<file path="src/rtl/cond_sequencer_pkg.sv">
// Shared constants for the condition sequencer: FSM state encodings,
// program word layout and captured output width.
package cond_sequencer_pkg;

    localparam logic [1:0] ST_IDLE  = 2'd0;
    localparam logic [1:0] ST_PRIME = 2'd1;
    localparam logic [1:0] ST_RUN   = 2'd2;
    localparam logic [1:0] ST_FIN   = 2'd3;

    localparam int X_BIT = 1;
    localparam int Y_BIT = 0;

    localparam int TW = 9;

endpackage

</file>
<file path="src/rtl/cond_seq_mem.sv">
// Result register file: one synchronous write port and one registered read port.
// A read of the entry written on the same edge returns the previous contents.
module cond_seq_mem
    import cond_sequencer_pkg::*;
#(
    parameter int DEPTH = 16,
    parameter int AW    = 4,
    parameter int DW    = TW
) (
    input  logic          clk,
    input  logic          rst_n,
    input  logic          we,
    input  logic [AW-1:0] waddr,
    input  logic [DW-1:0] wdata,
    input  logic [AW-1:0] raddr,
    output logic [DW-1:0] rdata
);

    logic [DW-1:0] mem [DEPTH];

    always_ff @(posedge clk) begin
        if (we) begin
            mem[waddr] <= wdata;
        end
    end

    always_ff @(posedge clk or negedge rst_n) begin
        if (!rst_n) begin
            rdata <= '0;
        end else begin
            rdata <= mem[raddr];
        end
    end

endmodule

</file>
<file path="src/rtl/cond_sequencer.sv">
// Drives a condition-driven automaton through a stored (x,y) program, one pair
// per clock, and records the automaton's t-outputs for each step.
module cond_sequencer #(
    parameter int DEPTH = 16,
    parameter int AW    = 4,
    parameter int TW    = cond_sequencer_pkg::TW
) (
    input  logic          clk,
    input  logic          res,
    input  logic          prg_we,
    input  logic [AW-1:0] prg_addr,
    input  logic [1:0]    prg_data,
    input  logic [AW:0]   len,
    input  logic          start,
    input  logic          abort,
    output logic          busy,
    output logic          done,
    output logic          fsm_res,
    output logic          fsm_x,
    output logic          fsm_y,
    input  logic [TW-1:0] fsm_t,
    input  logic [AW-1:0] rd_addr,
    output logic [TW-1:0] rd_data
);

    import cond_sequencer_pkg::*;

    localparam logic [AW:0] DEPTH_L = (AW+1)'(DEPTH);

    logic [1:0]    state;
    logic [AW-1:0] idx;
    logic [AW:0]   len_q;
    logic [1:0]    prog [DEPTH];
    logic [1:0]    step;
    logic          in_run;
    logic          last_step;
    logic          cap_we;

    function automatic logic [AW:0] sat_len(input logic [AW:0] l);
        return (l > DEPTH_L) ? DEPTH_L : l;
    endfunction

    assign in_run    = (state == ST_RUN);
    assign last_step = (({1'b0, idx} + 1'b1) == len_q);
    assign cap_we    = in_run && !abort;

    always_ff @(posedge clk or negedge res) begin
        if (!res) begin
            state <= ST_IDLE;
            idx   <= '0;
            len_q <= '0;
        end else begin
            case (state)
                ST_IDLE: begin
                    idx <= '0;
                    if (start) begin
                        state <= ST_PRIME;
                        len_q <= sat_len(len);
                    end
                end
                ST_PRIME: begin
                    idx <= '0;
                    if (abort) begin
                        state <= ST_IDLE;
                    end else if (len_q == '0) begin
                        state <= ST_FIN;
                    end else begin
                        state <= ST_RUN;
                    end
                end
                ST_RUN: begin
                    if (abort) begin
                        state <= ST_IDLE;
                    end else if (last_step) begin
                        state <= ST_FIN;
                    end else begin
                        idx <= idx + 1'b1;
                    end
                end
                default: begin
                    idx   <= '0;
                    state <= ST_IDLE;
                end
            endcase
        end
    end

    // Program is only writable while idle so a running sequence is never disturbed.
    always_ff @(posedge clk) begin
        if (prg_we && (state == ST_IDLE)) begin
            prog[prg_addr] <= prg_data;
        end
    end

    assign step    = prog[idx];
    assign busy    = (state != ST_IDLE);
    assign done    = (state == ST_FIN);
    assign fsm_res = !in_run;
    assign fsm_x   = in_run && step[X_BIT];
    assign fsm_y   = in_run && step[Y_BIT];

    // t is combinational in the automaton, so the edge that ends RUN step k captures step k.
    cond_seq_mem #(
        .DEPTH (DEPTH),
        .AW    (AW),
        .DW    (TW)
    ) u_res_mem (
        .clk   (clk),
        .rst_n (res),
        .we    (cap_we),
        .waddr (idx),
        .wdata (fsm_t),
        .raddr (rd_addr),
        .rdata (rd_data)
    );

endmodule
</file>
<file path="config.mk">
export PLATFORM = sky130hd
export DESIGN_NAME = cond_sequencer
export DESIGN_NICKNAME = d
export VERILOG_FILES = /design/src/rtl/cond_sequencer_pkg.sv /design/src/rtl/cond_seq_mem.sv /design/src/rtl/cond_sequencer.sv
export SDC_FILE = /design/constraint.sdc
export NUM_CORES = 1
export LEC_CHECK = 0
export BUFFER_PORTS_ARGS = -buffer_cell sky130_fd_sc_hd__buf_4
export CORE_AREA = 10 10 139 167
export CTS_BUF_LIST = sky130_fd_sc_hd__clkbuf_8
export CTS_CLUSTER_DIAMETER = 60
export DETAILED_ROUTE_END_ITERATION = 8
export DIE_AREA = 0 0 149 177
export GPL_ROUTABILITY_DRIVEN = 0
export PLACE_DENSITY = 0.55
export SYNTH_ARGS = -nofsm -noshare
export SYNTH_HDL_FRONTEND = slang
export SYNTH_HIERARCHICAL = 1
export SYNTH_SLANG_ARGS = --single-unit
</file>
<file path="constraint.sdc">
create_clock -name clk -period 5.61 [get_ports clk]
set_clock_uncertainty 0.05 [all_clocks]
set_input_delay 1.4025 -clock clk [delete_from_list [all_inputs] [get_ports clk]]
set_output_delay 1.4025 -clock clk [all_outputs]
set_load 0.05 [all_outputs]
</file>
==> impl_results.md <==
* Final hold slack at 0.4851 ns
* Layout cells sized above 1 at 23.33%
* Leak at 2.903 nW
* Worst R2R End: u_res_mem/mem[2][0]
* Largest net degree at the start of global routing at 37
* Status: finished, final reports clean
* Critical Path Max Stage Delay at 0.86 ns
* Max_cap viols at 0
* P&R area growth vs syn at 12.49%
* Crit path time final at 4.266 ns
* Combinational power share at 9.8%
* Initial core utilization at 39.12%
* Yosys Warn Count at 6
* DRC at 0
* Largest family of logic cells by synthesized area: multiplexers
* Core area at 0.01997 mm2
* CP Capture Type: output port
* Total Neg Setup Slack at 0 ns
* Via Count at 3,804
* Synth unique cells at 41
* Drt total wl at 15,390 um
* Crit. path cell count at 4
* Top post-synthesis cells by area: edfxtp_1 (68%), mux4_2 (8.1%), dfrtp_1 (6.4%)
* Final period utilization at 76.05%
* Synth Instances at 399
* Multiplexer area fraction after synthesis at 14.27%
* Switching share of power at 24.35%
* Seq pwr share at 57.4%
* Post_cts resized at 0
* FF+latch count, synth at 196
* Post-Synth Adder-Cell Area at 0.1602%
* Remaining antenna violation count at 0
* Worst hold path type: register to register
* Worst path bufs/invs at 1
* Pwr Total at 2.887 mW
* Global-route wire length before repair at 23,640 um
* Vias in the first global route at 4,038
* R2r setup slk at 2.57 ns
* Vias/cell at 5.225
* Post-synth top area share at 67.65%
* Area of the multi-input gates at 0.001889 mm2
* Crit path max-delay family: multiplexers
* Register Area at 0.005786 mm2
* Critical path endpoint: fsm_y
* Max clock buf depth at 2
* Crit path kind: register to output port
* Slew Limit Fails at 0
* Xor/xnor share of the synthesized area at 0.5605%
* Worst-path clk slew at 0.10 ns
* Final setup violation count at 0
* Num CTS Buffers at 17
* Iteration-0 DRC Markers at 228
* Type of origin of the critical path: register
* Wire length per cell at 21.14 um
* Proportion of power drawn by the clock network at 32.8%
* FP Rows at 57
* Switch Pwr at 703.1 uW
* RSZ-0062 raised after global routing: false
* Pwr/cell area at 328.5 mW/mm2
* Worst Tran Pin Value at 1.162 ns
* Critical Path Start: idx[0]
* Worst r2r src: state[1]
* Fin nets at 480
* DRT Pass-1 Iters at 4
* Worst skew pair latency at 0.46 ns
* TritonCTS clock tree: yes
* CTS Sinks at 196
* Post-synthesis compound-gate area fraction at 3.075%
* Worst path slowest cell: dfrtp_1
* Req. time, crit path at 4.16 ns
* Mapped cell area at 0.007812 mm2
* Fin. Hold Viols at 0
* All-Layer GR Usage at 12.10%
* Slew margin rel. at 22.22%
* Maximum clock frequency at 234.4 MHz
* Post-Synth Simple-Gate Area at 6.118%
* GR Overflow Total at 0
* Die Ht at 177 um
* Arr. time, crit path at 2.81 ns
* Peak VDD IR at 0.0001624 V
* Die W at 149 um
* Cell accounting for the most synthesized area: edfxtp_1
* Worst-case reg-to-reg path depth at 5
* CP cell instances: mux4_1 -> mux4_2 -> and2_1 -> buf_4
* H-tree levels at 4
* Crit Path Max Fanout at 20
* Ant. Diodes at 0
* # IOs at 43
* Sequential area share after synthesis at 74.06%
* Post-DP HPWL at 10,280 um
* Internal power at 2.184 mW
* Hold buffers post-CTS at 0
* Die area at 0.02637 mm2
* Mapped Nets at 429
* Initial antenna violation count at 0
* Clock root buffer master: clkbuf_8
* Buffers added on ports at 42
* # fillers at 1,754
* Hold depth at 2
* Post-CTS setup buffers at 0
* Syn avg cell area at 19.58 um2
## how the worst min path moves through the flow
stage             start        to  slack, ns
3_3_place_gp   len_q[1]  len_q[1]       0.47
3_5_place_dp   len_q[0]  len_q[0]       0.48
4_1_cts        len_q[0]  len_q[0]       0.50
5_1_grt        len_q[0]  len_q[0]       0.54
2_1_floorplan  len_q[0]  len_q[0]       0.44
6_report       len_q[0]  len_q[0]       0.49
## metrics by stage
stage	instance area [um2]	util (%)	std cells	worst slack, ns
floorplan	7812	-	399	2.143
global placement	8363	41.88	696	1.868
detailed placement	8363	41.88	696	1.783
CTS	8788	44.01	728	1.260
global route	8788	44.01	728	1.157
finish	8788	44.01	728	1.344
## flip-flops by register name, indices dropped and copies added (netlist names)
signal,count
idx,4
len_q,5
prog,32
state,2
u_res_mem/mem,144
u_res_mem/rdata,9
## power groups by stage
stage	logic, mW	clock network [mW]	registers (mW)
after floorplan	0.172	0	1.70
after global placement	0.281	0	1.69
after detailed placement	0.286	0	1.69
after CTS	0.287	0.978	1.66
after global routing	0.309	1.04	1.66
final	0.282	0.947	1.66
## layer usage
layer / GRT usage (%) / vias up / routed length [um]
met5: 0 / - / 0
met4: 4.300 / 0 / 128
met3: 3.581 / 10 / 668
met2: 20.75 / 100 / 8180
met1: 14.10 / 1969 / 6413
li1: - / 1725 / -
## cell families (layout without fill, tap and decap cells)
logic type	after synthesis	count (layout)
AND/OR/NAND/NOR	98	98
multiplexers	47	47
adder cells (fa/ha/maj)	1	1
AO/OA/AOI/OAI	35	35
buffers and inverters	17	81
flip-flops	196	196
XOR/XNOR	5	5
## synth_stat cells, drive strengths merged
library cell and n:
and2 4, nand3 3, or3b 1, or4 1
a31oi 2, a211oi 1, mux2 1, o31ai 1
xor2 2, o211ai 2, or3 3, clkdlybuf4s25 1
dfrtp 20, o21ai 7, nor3b 1, nor2b 5
a22oi 19, inv 3, nor2 30, nand4 1
and2b 1, nor4 1, nand3b 2, nand2b 10
xnor2 3, a21oi 3, and4b 1, mux4 46
edfxtp 176, buf 9, ha 1, clkbuf 4
nand2 24, nor3 9, nand4b 1
## layout make-up
| type | instances | area share (%) |
|---|---|---|
| tap | 265 | 3.773 |
| timing repair buffer | 46 | 3.929 |
| multi-input combinational | 186 | 21.50 |
| inverter | 3 | 0.1281 |
| clock inverter | 15 | 2.178 |
| clock buffer | 17 | 2.662 |
| sequential | 196 | 65.83 |
## cells in the final DEF (no fill, tap or decap), types with 4 or more instances in the layout
| master | synthesis | final |
|---|---|---|
| inv_6 | 0 | 5 |
| dfrtp_1 | 20 | 20 |
| o21ai_0 | 7 | 7 |
| buf_4 | 1 | 46 |
| and2_1 | 4 | 4 |
| nor2_1 | 30 | 30 |
| edfxtp_1 | 176 | 176 |
| a22oi_1 | 19 | 19 |
| nand2_1 | 24 | 24 |
| clkbuf_8 | 1 | 17 |
| nor2b_1 | 5 | 5 |
| mux4_2 | 28 | 28 |
| nand2b_1 | 10 | 10 |
| mux4_1 | 18 | 18 |
| nor3_1 | 9 | 9 |
## worst register-to-register path: stages (launching register included)
cell,delay [ns]
dfrtp_1,0.43
nor2b_1,0.41
inv_1,0.23
nor2_1,0.25
or3b_2,0.53
nor2_1,0.76
Power figures use the tool's default switching activity.
